**src/rtl/aes_host_pkg.sv**
```systemverilog
// ============================================================================
// Module      : aes_host_pkg
// Description : Shared types and helpers for the bit-serial AES host.
// Revision    : 1.0 - initial release
// ============================================================================
`default_nettype none

package aes_host_pkg;

    localparam int AES_BLOCK_W = 128;

    typedef enum logic [2:0] {
        IDLE = 3'd0,
        SEND = 3'd1,
        WAIT = 3'd2,
        RECV = 3'd3,
        HOLD = 3'd4
    } host_state_e;

    // Width of a counter that runs 0..n-1, never narrower than one bit.
    function automatic int cnt_width(input int n);
        return (n < 2) ? 1 : $clog2(n);
    endfunction

endpackage

`default_nettype wire

```
**src/rtl/aes_serial_host_if.sv**
```systemverilog
// ============================================================================
// Module      : aes_serial_host_if
// Description : Parallel request/result port of the AES serial host.
// Revision    : 1.0 - initial release
// ============================================================================
`default_nettype none

interface aes_serial_host_if
    import aes_host_pkg::*;
#(
    parameter int DATA_W = AES_BLOCK_W
) ();

    logic              in_valid;
    logic              in_ready;
    logic [DATA_W-1:0] in_data;
    logic [DATA_W-1:0] in_key;
    logic              in_decrypt;
    logic              out_valid;
    logic              out_ready;
    logic [DATA_W-1:0] out_data;

    modport master (
        output in_valid, in_data, in_key, in_decrypt, out_ready,
        input  in_ready, out_valid, out_data
    );

    modport slave (
        input  in_valid, in_data, in_key, in_decrypt, out_ready,
        output in_ready, out_valid, out_data
    );

endinterface

`default_nettype wire

```
**src/rtl/aes_host_shreg.sv**
```systemverilog
// ============================================================================
// Module      : aes_host_shreg
// Description : DATA_W shift register, parallel load, serial in at LSB,
//               full parallel view (MSB is the serial output).
// Revision    : 1.0 - initial release
// ============================================================================
`default_nettype none

module aes_host_shreg
    import aes_host_pkg::*;
#(
    parameter int DATA_W = AES_BLOCK_W
) (
    input  wire               clk,
    input  wire               rst_n,
    input  wire               i_load,
    input  wire  [DATA_W-1:0] i_din,
    input  wire               i_shift,
    input  wire               i_ser,
    output logic [DATA_W-1:0] o_q
);

    logic [DATA_W-1:0] r_q;

    // Load wins over shift so a new request can never be corrupted.
    always_ff @(posedge clk) begin
        if (!rst_n) begin
            r_q <= '0;
        end else if (i_load) begin
            r_q <= i_din;
        end else if (i_shift) begin
            r_q <= {r_q[DATA_W-2:0], i_ser};
        end
    end

    assign o_q = r_q;

endmodule

`default_nettype wire

```
**src/rtl/aes_serial_host.sv**
```systemverilog
// ============================================================================
// Module      : aes_serial_host
// Description : Host initiator for the bit-serial AES core: serializes block
//               and key, waits for done, deserializes the result.
//               Optional WAIT watchdog enabled by AES_HOST_TIMEOUT_EN.
// Revision    : 1.0 - initial release
// ============================================================================
`default_nettype none

module aes_serial_host
    import aes_host_pkg::*;
#(
    parameter int DATA_W         = AES_BLOCK_W,
    parameter int TIMEOUT_CYCLES = 4096
) (
    input  wire               clk,
    input  wire               rst_n,
    aes_serial_host_if.slave  bus,
    output logic              err,
    output logic              aes_data_bit,
    output logic              aes_key_bit,
    output logic              aes_start,
    output logic              aes_decrypt,
    input  wire               aes_data_out_bit,
    input  wire               aes_busy,
    input  wire               aes_done
);

    localparam int                 c_cnt_w    = cnt_width(DATA_W);
    localparam logic [c_cnt_w-1:0] c_last_bit = c_cnt_w'(DATA_W - 1);

    host_state_e        r_state;
    logic [c_cnt_w-1:0] r_bit_cnt;
    logic               r_rdy_en;
    logic               r_out_valid;

    logic               w_accept;
    logic               w_tx_shift;
    logic               w_rx_shift;
    logic [DATA_W-1:0]  w_tx_q;
    logic [DATA_W-1:0]  w_key_q;
    logic [DATA_W-1:0]  w_rx_q;
    logic               w_unused_low;

`ifdef AES_HOST_TIMEOUT_EN
    localparam int                c_to_w    = cnt_width(TIMEOUT_CYCLES);
    localparam logic [c_to_w-1:0] c_to_last = c_to_w'(TIMEOUT_CYCLES - 1);

    logic [c_to_w-1:0] r_to_cnt;
    logic              r_err;

    assign err = r_err;
`else
    localparam int c_timeout_unused = TIMEOUT_CYCLES;

    assign err = 1'b0;
`endif

    // r_rdy_en keeps in_ready low through reset and rises the cycle after release.
    assign bus.in_ready  = (r_state == IDLE) && r_rdy_en && !aes_busy;
    assign w_accept      = bus.in_valid && bus.in_ready;
    assign w_tx_shift    = (r_state == SEND);
    assign w_rx_shift    = (r_state == RECV);

    assign aes_data_bit  = w_tx_shift && w_tx_q[DATA_W-1];
    assign aes_key_bit   = w_tx_shift && w_key_q[DATA_W-1];
    assign bus.out_valid = r_out_valid;
    assign bus.out_data  = w_rx_q;
    assign w_unused_low  = ^{w_tx_q[DATA_W-2:0], w_key_q[DATA_W-2:0]};

    aes_host_shreg #(.DATA_W(DATA_W)) u_tx_data (
        .clk     (clk),
        .rst_n   (rst_n),
        .i_load  (w_accept),
        .i_din   (bus.in_data),
        .i_shift (w_tx_shift),
        .i_ser   (1'b0),
        .o_q     (w_tx_q)
    );

    aes_host_shreg #(.DATA_W(DATA_W)) u_tx_key (
        .clk     (clk),
        .rst_n   (rst_n),
        .i_load  (w_accept),
        .i_din   (bus.in_key),
        .i_shift (w_tx_shift),
        .i_ser   (1'b0),
        .o_q     (w_key_q)
    );

    aes_host_shreg #(.DATA_W(DATA_W)) u_rx (
        .clk     (clk),
        .rst_n   (rst_n),
        .i_load  (1'b0),
        .i_din   ({DATA_W{1'b0}}),
        .i_shift (w_rx_shift),
        .i_ser   (aes_data_out_bit),
        .o_q     (w_rx_q)
    );

    always_ff @(posedge clk) begin
        if (!rst_n) begin
            r_state     <= IDLE;
            r_bit_cnt   <= '0;
            r_rdy_en    <= 1'b0;
            r_out_valid <= 1'b0;
            aes_start   <= 1'b0;
            aes_decrypt <= 1'b0;
`ifdef AES_HOST_TIMEOUT_EN
            r_to_cnt    <= '0;
            r_err       <= 1'b0;
`endif
        end else begin
            r_rdy_en  <= 1'b1;
            aes_start <= 1'b0;
            case (r_state)
                IDLE: begin
                    if (w_accept) begin
                        aes_decrypt <= bus.in_decrypt;
                        aes_start   <= 1'b1;
                        r_bit_cnt   <= '0;
                        r_state     <= SEND;
`ifdef AES_HOST_TIMEOUT_EN
                        r_err       <= 1'b0;
`endif
                    end
                end
                SEND: begin
                    if (r_bit_cnt == c_last_bit) begin
                        r_bit_cnt <= '0;
                        r_state   <= WAIT;
`ifdef AES_HOST_TIMEOUT_EN
                        r_to_cnt  <= '0;
`endif
                    end else begin
                        r_bit_cnt <= r_bit_cnt + 1'b1;
                    end
                end
                WAIT: begin
                    if (aes_done) begin
                        r_bit_cnt <= '0;
                        r_state   <= RECV;
                    end
`ifdef AES_HOST_TIMEOUT_EN
                    else if (r_to_cnt == c_to_last) begin
                        r_err   <= 1'b1;
                        r_state <= IDLE;
                    end else begin
                        r_to_cnt <= r_to_cnt + 1'b1;
                    end
`endif
                end
                RECV: begin
                    if (r_bit_cnt == c_last_bit) begin
                        r_bit_cnt   <= '0;
                        r_out_valid <= 1'b1;
                        r_state     <= HOLD;
                    end else begin
                        r_bit_cnt <= r_bit_cnt + 1'b1;
                    end
                end
                HOLD: begin
                    if (bus.out_ready) begin
                        r_out_valid <= 1'b0;
                        r_state     <= IDLE;
                    end
                end
                default: begin
                    r_state <= IDLE;
                end
            endcase
        end
    end

endmodule

`default_nettype wire

```
**src/flat_wrapper.sv**
```systemverilog
// flat-port wrapper written by rule: the top's interface ports become plain ports
module aes_serial_host_flat import aes_host_pkg::*;
#(
    parameter int DATA_W         = AES_BLOCK_W,
    parameter int TIMEOUT_CYCLES = 4096
)
  (clk, rst_n, err, aes_data_bit, aes_key_bit, aes_start, aes_decrypt, aes_data_out_bit, aes_busy, aes_done, bus_in_valid, bus_in_data, bus_in_key, bus_in_decrypt, bus_out_ready, bus_in_ready, bus_out_valid, bus_out_data);
  aes_serial_host_if #(.DATA_W(DATA_W)) bus_i ();
  input  wire clk;
  input  wire rst_n;
  output logic err;
  output logic aes_data_bit;
  output logic aes_key_bit;
  output logic aes_start;
  output logic aes_decrypt;
  input  wire aes_data_out_bit;
  input  wire aes_busy;
  input  wire aes_done;
  input wire logic [$bits(bus_i.in_valid)-1:0] bus_in_valid;
  input wire logic [$bits(bus_i.in_data)-1:0] bus_in_data;
  input wire logic [$bits(bus_i.in_key)-1:0] bus_in_key;
  input wire logic [$bits(bus_i.in_decrypt)-1:0] bus_in_decrypt;
  input wire logic [$bits(bus_i.out_ready)-1:0] bus_out_ready;
  output wire logic [$bits(bus_i.in_ready)-1:0] bus_in_ready;
  output wire logic [$bits(bus_i.out_valid)-1:0] bus_out_valid;
  output wire logic [$bits(bus_i.out_data)-1:0] bus_out_data;
  assign bus_i.in_valid = bus_in_valid;
  assign bus_i.in_data = bus_in_data;
  assign bus_i.in_key = bus_in_key;
  assign bus_i.in_decrypt = bus_in_decrypt;
  assign bus_i.out_ready = bus_out_ready;
  assign bus_in_ready = bus_i.in_ready;
  assign bus_out_valid = bus_i.out_valid;
  assign bus_out_data = bus_i.out_data;
  aes_serial_host #(.DATA_W(DATA_W), .TIMEOUT_CYCLES(TIMEOUT_CYCLES)) u_core (.clk(clk), .rst_n(rst_n), .bus(bus_i), .err(err), .aes_data_bit(aes_data_bit), .aes_key_bit(aes_key_bit), .aes_start(aes_start), .aes_decrypt(aes_decrypt), .aes_data_out_bit(aes_data_out_bit), .aes_busy(aes_busy), .aes_done(aes_done));
endmodule
```
**config.mk**
```make
export PLATFORM = sky130hd
export DESIGN_NAME = aes_serial_host_flat
export DESIGN_NICKNAME = d
export VERILOG_FILES = /design/src/rtl/aes_host_pkg.sv /design/src/rtl/aes_serial_host_if.sv /design/src/rtl/aes_host_shreg.sv /design/src/rtl/aes_serial_host.sv /design/src/flat_wrapper.sv
export SDC_FILE = /design/constraint.sdc
export NUM_CORES = 1
export LEC_CHECK = 0
export BUFFER_PORTS_ARGS = -buffer_cell sky130_fd_sc_hd__buf_2
export CAP_MARGIN = 40
export CORE_MARGIN = 2
export CORE_UTILIZATION = 50
export CTS_BUF_LIST = sky130_fd_sc_hd__clkbuf_4
export CTS_CLUSTER_SIZE = 16
export DETAILED_ROUTE_END_ITERATION = 10
export PLACE_DENSITY = 0.82
export SLEW_MARGIN = 15
export SYNTH_ARGS = -nofsm -noshare
export SYNTH_HDL_FRONTEND = slang
export SYNTH_SLANG_ARGS = --single-unit
```
**constraint.sdc**
```tcl
create_clock -name clk -period 1.5 [get_ports clk]
set_input_delay 0.3 -clock clk [delete_from_list [all_inputs] [get_ports clk]]
set_output_delay 0.3 -clock clk [all_outputs]
set_load 0.02 [all_outputs]
```
==> results of run 1 <==
cells by family after synthesis:
logic type / after synthesis
AO/OA/AOI/OAI: 405
XOR/XNOR: 1
adder cells (fa/ha/maj): 1
buffers and inverters: 189
flip-flops: 398
multiplexers: 2
other: 1
AND/OR/NAND/NOR: 1064
stage by stage:
step / setup slack [ps] / cells / area, sq um / TNS [ps]
after CTS: -722 / 3385 / 27100 / -130430
after floorplan: -19.6 / 2061 / 16100 / -39.3
after detailed placement: -273 / 2764 / 18700 / -31050
after global placement: -141 / 2764 / 18700 / -17910
metal layers:
layer,track usage [%],overflow
met1,77.0,1
met2,89.8,33
met3,67.3,1
met4,71.4,49
met5,42.1,0
timing repair:
| action | 4_1_cts |
|---|---|
| endpoints found under the setup margin | 403 |
| hold buffers | 263 |
| endpoints found under the hold margin | 265 |
| cloned | 59 |
| pin swaps | 81 |
| buffers inserted | 147 |
| gates resized for setup | 571 |
==> metrics.txt, run 1 <==
Compound-Gate Fraction of Synth Area=between 10% and 20%; Synth top area share=roughly 49%; Post-Synthesis Net Count=2326; Mapped Area=between 15000 and 20000 sq um; stop err=[ERROR GRT-0232] Routing congestion too high. Check the congestion heatmap in the GUI.; worst endpoint type=top-level output; combinational family with the most area after synthesis=simple AND/OR/NAND/NOR gates; starting density of the core=between 50 and 60%; post-synthesis instance total=between 2000 and 2500; Rows=between 60 and 70; Longest Clk Path Bufs=3; register bit total from synthesis=398; Die Y=about 180 um; io pins=between 300 and 400; synthesized area divided by synthesized cell count=between 7 and 8 sq um; largest net degree at the start of global routing=79; mux cell area share after synthesis=less than 1%; HPWL Detailed=30800 um; # clock sinks=398; cell taking the most area after synthesis=dfxtp_1; DIE WIDTH=183 um; Post-Synth Simple-Gate Area=25.3%; most numerous cell in the Yosys netlist=nand2_1; Synth top cells by count=775 x nand2_1, 398 x dfxtp_1, 263 x nor2_1; outcome=stopped before the end; Yosys cell types=between 40 and 50; GPL Wtd Cong=just over 0.8; Synth Area in Adders=less than 1%; last step reached=5_1_grt; GRT repair_timing worst endpoint=aes_data_bit; Post-Synth XOR/XNOR Area=less than 1%; Yosys Warn Count=0; GR Util All Layers=between 70% and 80%; synth top area cells=dfxtp_1 49%, nand2_1 18%, a311oi_1 14%, nor2_1 6.1%, a21oi_1 4.3%; top_reg_cell synth=dfxtp_1; Synth async-reset ratio=0%; TritonCTS buffer count=around 100; EDFF count, synth=0; clock root buffer=clkbuf_4; Remaining Overflow, GRT=84; Seq/Total Area, Yosys=approximately half; port buffer count=around 400; H-tree depth=3
==> inputs of run 2 (changes only) <==
--- a/config.mk
+++ b/config.mk
@@ -8,11 +8,9 @@
 export BUFFER_PORTS_ARGS = -buffer_cell sky130_fd_sc_hd__buf_2
 export CAP_MARGIN = 40
 export CORE_MARGIN = 2
-export CORE_UTILIZATION = 50
-export CTS_BUF_LIST = sky130_fd_sc_hd__clkbuf_4
-export CTS_CLUSTER_SIZE = 16
+export CORE_UTILIZATION = 40
 export DETAILED_ROUTE_END_ITERATION = 10
-export PLACE_DENSITY = 0.82
+export PLACE_DENSITY_LB_ADDON = 0.15
 export SLEW_MARGIN = 15
 export SYNTH_ARGS = -nofsm -noshare
 export SYNTH_HDL_FRONTEND = slang
==> constraint.sdc (replaced) <==
create_clock -name clk -period 2 [get_ports clk]
set_input_delay 0.4 -clock clk [delete_from_list [all_inputs] [get_ports clk]]
set_output_delay 0.4 -clock clk [all_outputs]
set_load 0.02 [all_outputs]
==> run 2 against run 1 <==
The run now ends clean. Synthesized cell count did not move. Area after synthesis did not move.
==> metrics.txt, run 2 <==
R2R setup slack=about 150 ps; sw frac=a little under a quarter; combinational family with the most area after synthesis=simple AND/OR/NAND/NOR gates; synthesized area divided by synthesized cell count=7.81 sq um (unchanged); Setup CP Type=reg2out; leakage=7.67 nW; Hold Fails Final Rpt=0; fillcell total=between 3000 and 4000; Final Cycle Share=between 90 and 100%; Max FO, Critical Path=4; slowest stage delay, CP=380 ps; Area Growth Syn to Fin=24.3%; most numerous cell in the Yosys netlist=nand2_1; HPWL Detailed=30100 um (-2.2%); internal power=between 10 and 15 mW; P per Cell Area=about 870 nW/um^2; Fmax=515 MHz; CTS tree=built; Clock Pin Slew Worst Setup and Hold Paths=roughly 60 ps; largest net degree at the start of global routing=95; via count=~15000; DRT iter0 DRCs=~980; io pins=399 (unchanged); end point of the critical path=aes_data_bit; Synth Area in Adders=0.0777% (unchanged); most frequent cells in the layout=774 x nand2_1, 395 x dfxtp_1, 394 x buf_2; CP startpoint kind=flop; NetSw=4.09 mW; post-synthesis instance total=2061 (unchanged); clock root buffer=clkbuf_16; Hold Path Class=in2reg; register bit total from synthesis=398 (unchanged); core area=39700 sq um; Mapped Area=16100 sq um (unchanged); vias in the first global route=14100; fraction of layout cells with a size suffix above 1=22.0%; Remaining Overflow, GRT=0; Die Area=roughly 42000 sq um; Slew Viols, Final=0; Nets=2639; # clock sinks=398 (unchanged); Synth top cells by count=775 x nand2_1, 398 x dfxtp_1, 263 x nor2_1; Clk pwr share=43.9%; DR pass1 iterations=5; top_reg_cell synth=dfxtp_1; worst skew pair latency=560 ps; H-tree depth=2 (-1); Post-Synthesis Net Count=2326 (unchanged); setup TNS=0 ps; outcome=completed; combinational power share=approximately 7.7%; crit-path cells=inv_4 > nor3_4 > buf_12 > and2_4 > buf_6; Post-Synth XOR/XNOR Area=0.0544% (unchanged); RSZ-0062 raised after global routing=true; port buffer count=397 (unchanged); first-pass GRT wire length=about 72000 um; EDFF count, synth=0 (unchanged); GR Util All Layers=21.0%; Total Routed Length=between 40000 and 50000 um; initial antenna violation count=20; reg2reg path depth=7; placed cell areas=18600 sq um (-0.82%); crit path capture type=output port; Synth async-reset ratio=0% (unchanged); critical path launch point=u_core.r_state[0]$_SDFFE_PN0P_; final non-filler cell total=around 2900; Slowest cell on crit path=dfxtp_4; fin crit period=slightly below 2000 ps; Sequential Power Share=about half; cell taking the most area after synthesis=dfxtp_1; Longest Clk Path Bufs=3 (unchanged); Post-Synth Simple-Gate Area=25.3% (unchanged); most common cell after layout, fill and taps aside=nand2_1; Max-Cap Viols=0; dpl cells=2848 (+3.0%); GPL Wtd Cong=0.825 (+0.30%); final core occ=between 50% and 60%; CTS hold repair buffers=0 (-100%); Rows=73 (+12%); TritonCTS buffer count=43 (-57%); Design Area, Final=~20000 sq um; Synth top area share=49.5% (unchanged); Crit path required time=about 1600 ps; Tightest Pin Transition=around 560 ps; Die Y=205 um (+12%); DRC=0; Max IR drop VDD=~0.6 mV; Compound-Gate Fraction of Synth Area=18.7% (unchanged); crit path DAT=roughly 1500 ps; reg-to-reg startpoint=u_core.r_state[0]$_SDFFE_PN0P_; Routed WL per cell=between 15 and 20 um; # setup viols final=0; clock skew after layout=11.7 ps; slew margin rel.=62.8%; Seq/Total Area, Yosys=49.5% (unchanged); mux cell area share after synthesis=0.140% (unchanged); hold slack=around 74 ps; reg-to-reg critical path endpoint=u_core.u_tx_key.o_q[35]$_SDFFE_PN0P_; starting density of the core=40.5% (-10 points); Via density=5.19; antenna-violating nets left=0; synth top area cells=dfxtp_1 49%, nand2_1 18%, a311oi_1 14%, nor2_1 6.1%, a21oi_1 4.3%; DIE WIDTH=205 um (+12%); Yosys cell types=41 (unchanged); Yosys Warn Count=0 (unchanged)
==> run 2: cell counts after synthesis <==
Identical to the previous run, type by type.
==> run 2: repair_timing <==
item | in CTS | in global routing
endpoints found under the setup margin | 3 | 3
hold endpoints to repair | 0 | 0
gates resized for setup | 14 | 4
pin swaps | 1 | 0
setup buffers | 6 | 0
==> run 2: per-layer routing <==
layer  GRT usage, %  wire (um)  share of wire, %
met4           6.73        832               1.8
met3           6.87       4050               8.8
met2           33.3      21000                46
met5              0        124              0.27
met1           26.9      20000                43
==> run 2: cell type report <==
type | instances | area, sq um | area share (%)
clock buffer | 67 | 1270 | 6.34
clock inverter | 6 | 57.6 | 0.288
sequential | 398 | 7980 | 39.8
tap | 525 | 657 | 3.28
inverter | 2 | 17.5 | 0.0875
timing repair buffer | 455 | 2830 | 14.1
antenna | 12 | 30.0 | 0.150
multi-input combinational | 1474 | 7180 | 35.9
==> run 2: power groups by stage <==
stage               registers (mW)  clock network, mW  logic (mW)
global route                  8.44               8.13        1.48
global placement              8.57                  0        1.30
detailed placement            8.57                  0        1.33
floorplan                     8.53                  0       0.797
finish                        8.41               7.62        1.33
CTS                           8.40               7.84        1.34
==> run 2: how the worst min path moves through the flow <==
| stage | startpoint | endpoint | slack (ps) | depth (start not counted) |
|---|---|---|---|---|
| floorplan | rst_n | u_core.r_rdy_en$_DFF_P_ | 430 | 0 |
| global placement | u_core.u_rx.o_q[127]$_SDFFE_PN0P_ | u_core.u_rx.o_q[127]$_SDFFE_PN0P_ | 440 | 2 |
| detailed placement | u_core.aes_decrypt$_SDFFE_PN0P_ | u_core.aes_decrypt$_SDFFE_PN0P_ | 450 | 2 |
| CTS | bus_in_data[0] | u_core.u_tx_data.o_q[0]$_SDFFE_PN0P_ | 40 | 3 |
| global route | rst_n | u_core.r_rdy_en$_DFF_P_ | 80 | 1 |
| finish | bus_in_data[0] | u_core.u_tx_data.o_q[0]$_SDFFE_PN0P_ | 70 | 3 |
==> run 2: worst max-delay path, delay by kind of cell, from the launching register on <==
family                 cells  cell delay [ps]
DFF                        1              380
and+or+nand+nor            2              300
buffers and inverters      3              300
==> run 2: logic make-up after synthesis <==
| kind of cell | Yosys count |
|---|---|
| simple gates | 1064 |
| compound gates | 405 |
| flops | 398 |
| buf+inv | 189 |
| mux | 2 |
| fa+ha+maj | 1 |
| other cells | 1 |
| xor+xnor | 1 |
==> run 2: through the flow <==
| stage | power, mW | setup slack [ps] |
|---|---|---|
| after floorplan | 9.33 | 316 |
| after global placement | 9.87 | 211 |
| after detailed placement | 9.89 | 132 |
| after CTS | 17.6 | 2.06 |
| after global routing | 18.0 | -50.4 |
| final | 17.4 | 60.0 |
Note: power is estimated with default switching activity, not from simulation.
==> inputs of run 3 (changes only) <==
--- a/config.mk
+++ b/config.mk
@@ -6,9 +6,11 @@
 export NUM_CORES = 1
 export LEC_CHECK = 0
 export BUFFER_PORTS_ARGS = -buffer_cell sky130_fd_sc_hd__buf_2
-export CAP_MARGIN = 40
+export CAP_MARGIN = 25
+export CORE_ASPECT_RATIO = 0.7
 export CORE_MARGIN = 2
 export CORE_UTILIZATION = 40
+export CTS_CLUSTER_SIZE = 10
 export DETAILED_ROUTE_END_ITERATION = 10
 export PLACE_DENSITY_LB_ADDON = 0.15
 export SLEW_MARGIN = 15
==> run 3 against run 2 <==
Global-route usage fell by 0.98 points. Worst hold slack gained 23 ps. Design area decreased by 0.12%. Non-clock buffer count increased by 1. Largest cell class unchanged. Critical path depth unchanged. Die area is essentially flat.
==> metrics.txt, run 3 (synthesis results as in run 2) <==
Die Y=172 um (-16%); sw frac=23.8% (+0.24 points); critical path launch point=u_core.r_state[0]$_SDFFE_PN0P_; core area=39700 sq um (-0.11%); Longest Clk Path Bufs=3 (unchanged); starting density of the core=40.6% (+0.045 points); Sequential Power Share=49.6% (+1.2 points); dpl cells=2859 (+0.39%); fraction of layout cells with a size suffix above 1=22.0% (about the same); Max IR drop VDD=0.566 mV (-5.2%); slowest stage delay, CP=380 ps (about the same); port buffer count=397 (unchanged); fin crit period=1990 ps (+52.7 ps); worst skew pair latency=550 ps (about the same); reg-to-reg startpoint=u_core.r_state[0]$_SDFFE_PN0P_; initial antenna violation count=17 (-15%); crit path DAT=1590 ps (+50 ps); min-delay src=bus_in_decrypt; H-tree depth=2 (unchanged); Slew Viols, Final=0 (unchanged); Setup CP Type=reg2out; Hold Fails Final Rpt=0 (unchanged); # setup viols final=0 (unchanged); Area Growth Syn to Fin=24.1%; Nets=2643 (+0.15%); DRC=0 (unchanged); leakage=7.63 nW (-0.51%); NetSw=4.03 mW (-1.3%); most common cell after layout, fill and taps aside=nand2_1; TritonCTS buffer count=46 (+7.0%); outcome=completed; end point of the critical path=aes_key_bit; DRT iter0 DRCs=1034 (+5.1%); clock skew after layout=11.3 ps (-0.417 ps); crit path capture type=output port; GR Util All Layers=20.0% (-0.98 points); CTS hold repair buffers=0 (unchanged); Routed WL per cell=15.3 um (-1.9%); antenna-violating nets left=0 (unchanged); clock root buffer=clkbuf_16; R2R setup slack=110 ps (-40 ps); crit-path cells=inv_4 > nor3_4 > buf_12 > and2_4 > buf_6; Hold Path Class=in2reg; largest net degree at the start of global routing=129 (+36%); slew margin rel.=60.1% (-2.7 points); reg2reg path depth=8 (+1); Total Routed Length=45100 um (-1.9%); Clk pwr share=42.6% (-1.3 points); combinational power share=7.8% (about the same); Clock Pin Slew Worst Setup and Hold Paths=60 ps (about the same); DR pass1 iterations=5 (unchanged); first-pass GRT wire length=70000 um (-3.2%); Via density=5.14 (-0.94%); CTS tree=built; GPL Wtd Cong=0.818 (-0.86%); io pins=399 (unchanged); Crit path required time=1600 ps (about the same); Die Area=41900 sq um (about the same); Slowest cell on crit path=dfxtp_4; vias in the first global route=13500 (-4.7%); setup TNS=0 ps (unchanged); CP startpoint kind=flop; most frequent cells in the layout=774 x nand2_1, 396 x dfxtp_1, 395 x buf_2; Tightest Pin Transition=597 ps (+40.4 ps); via count=15100 (-0.90%); Remaining Overflow, GRT=0 (unchanged); fillcell total=3890 (-1.7%); RSZ-0062 raised after global routing=true; Max FO, Critical Path=4 (unchanged); hold slack=97.8 ps (+23.4 ps); # clock sinks=398 (unchanged); Max-Cap Viols=0 (unchanged); Rows=61 (-16%); HPWL Detailed=29600 um (-1.9%); final non-filler cell total=2940 (+0.034%); P per Cell Area=848 nW/um^2 (-2.2%); Final Cycle Share=99.6% (+2.6 points); reg-to-reg critical path endpoint=u_core.u_tx_data.o_q[118]$_SDFFE_PN0P_; internal power=12.9 mW (-2.6%); DIE WIDTH=244 um (+19%); Fmax=502 MHz (-2.6%)
## run 3: worst min path at each step
stage	slack (ps)	cells after the start	end
floorplan	430	0	u_core.r_rdy_en$_DFF_P_
global placement	440	2	u_core.u_rx.o_q[127]$_SDFFE_PN0P_
detailed placement	450	2	u_core.aes_decrypt$_SDFFE_PN0P_
CTS	70	3	u_core.aes_decrypt$_SDFFE_PN0P_
global route	90	1	u_core.r_rdy_en$_DFF_P_
finish	100	3	u_core.aes_decrypt$_SDFFE_PN0P_
## run 3: area by class of cell
type	count	area (sq um)	share of cell area, %
Antenna cell	21	52.6	0.263
Clock buffer	50	1170	5.83
Clock inverter	4	42.5	0.213
Inverter	2	17.5	0.0876
Multi-Input combinational cell	1474	7200	36.0
Sequential cell	398	7980	39.9
Tap cell	535	669	3.35
Timing Repair Buffer	456	2870	14.4
## run 3: repair_timing
action / in CTS / in global routing
gates resized for setup: 15 / 7
pin swaps: 1 / 1
buffers inserted: 5 / 2
endpoints found under the setup margin: 3 / 3
## run 3: worst max-delay path: cells and delay by family, from the launching register on
kind | cells | cell delay (ps)
AND/OR/NAND/NOR | 2 | 380
buffers and inverters | 3 | 290
flip-flops | 1 | 380
## run 3: power groups by stage
| stage | sequential (mW) | combinational, mW | clock (mW) |
|---|---|---|---|
| final | 8.41 | 1.33 | 7.21 |
| after global routing | 8.44 | 1.48 | 7.75 |
| after CTS | 8.40 | 1.32 | 7.43 |
| after detailed placement | 8.57 | 1.30 | 0 |
| after global placement | 8.57 | 1.28 | 0 |
| after floorplan | 8.53 | 0.797 | 0 |
## run 3: through the flow
step	area, sq um	utilization [%]	worst slack, ps	power [mW]
after global placement	18600	46.9	162	9.85
after global routing	20000	50.3	-58.7	17.7
after floorplan	16100	-	316	9.33
after CTS	19900	50.1	-33.5	17.2
after detailed placement	18600	46.9	49.7	9.87
final	20000	50.4	7.22	16.9
## run 3: routing by layer
metal  track usage (%)  routed length (um)  vias up
met5                 0                   7        -
met1              27.7               21100     6990
met4              7.26                1160        2
met2              30.9               20300      376
met3              4.21                2580       84
li1                  -                   -     7659
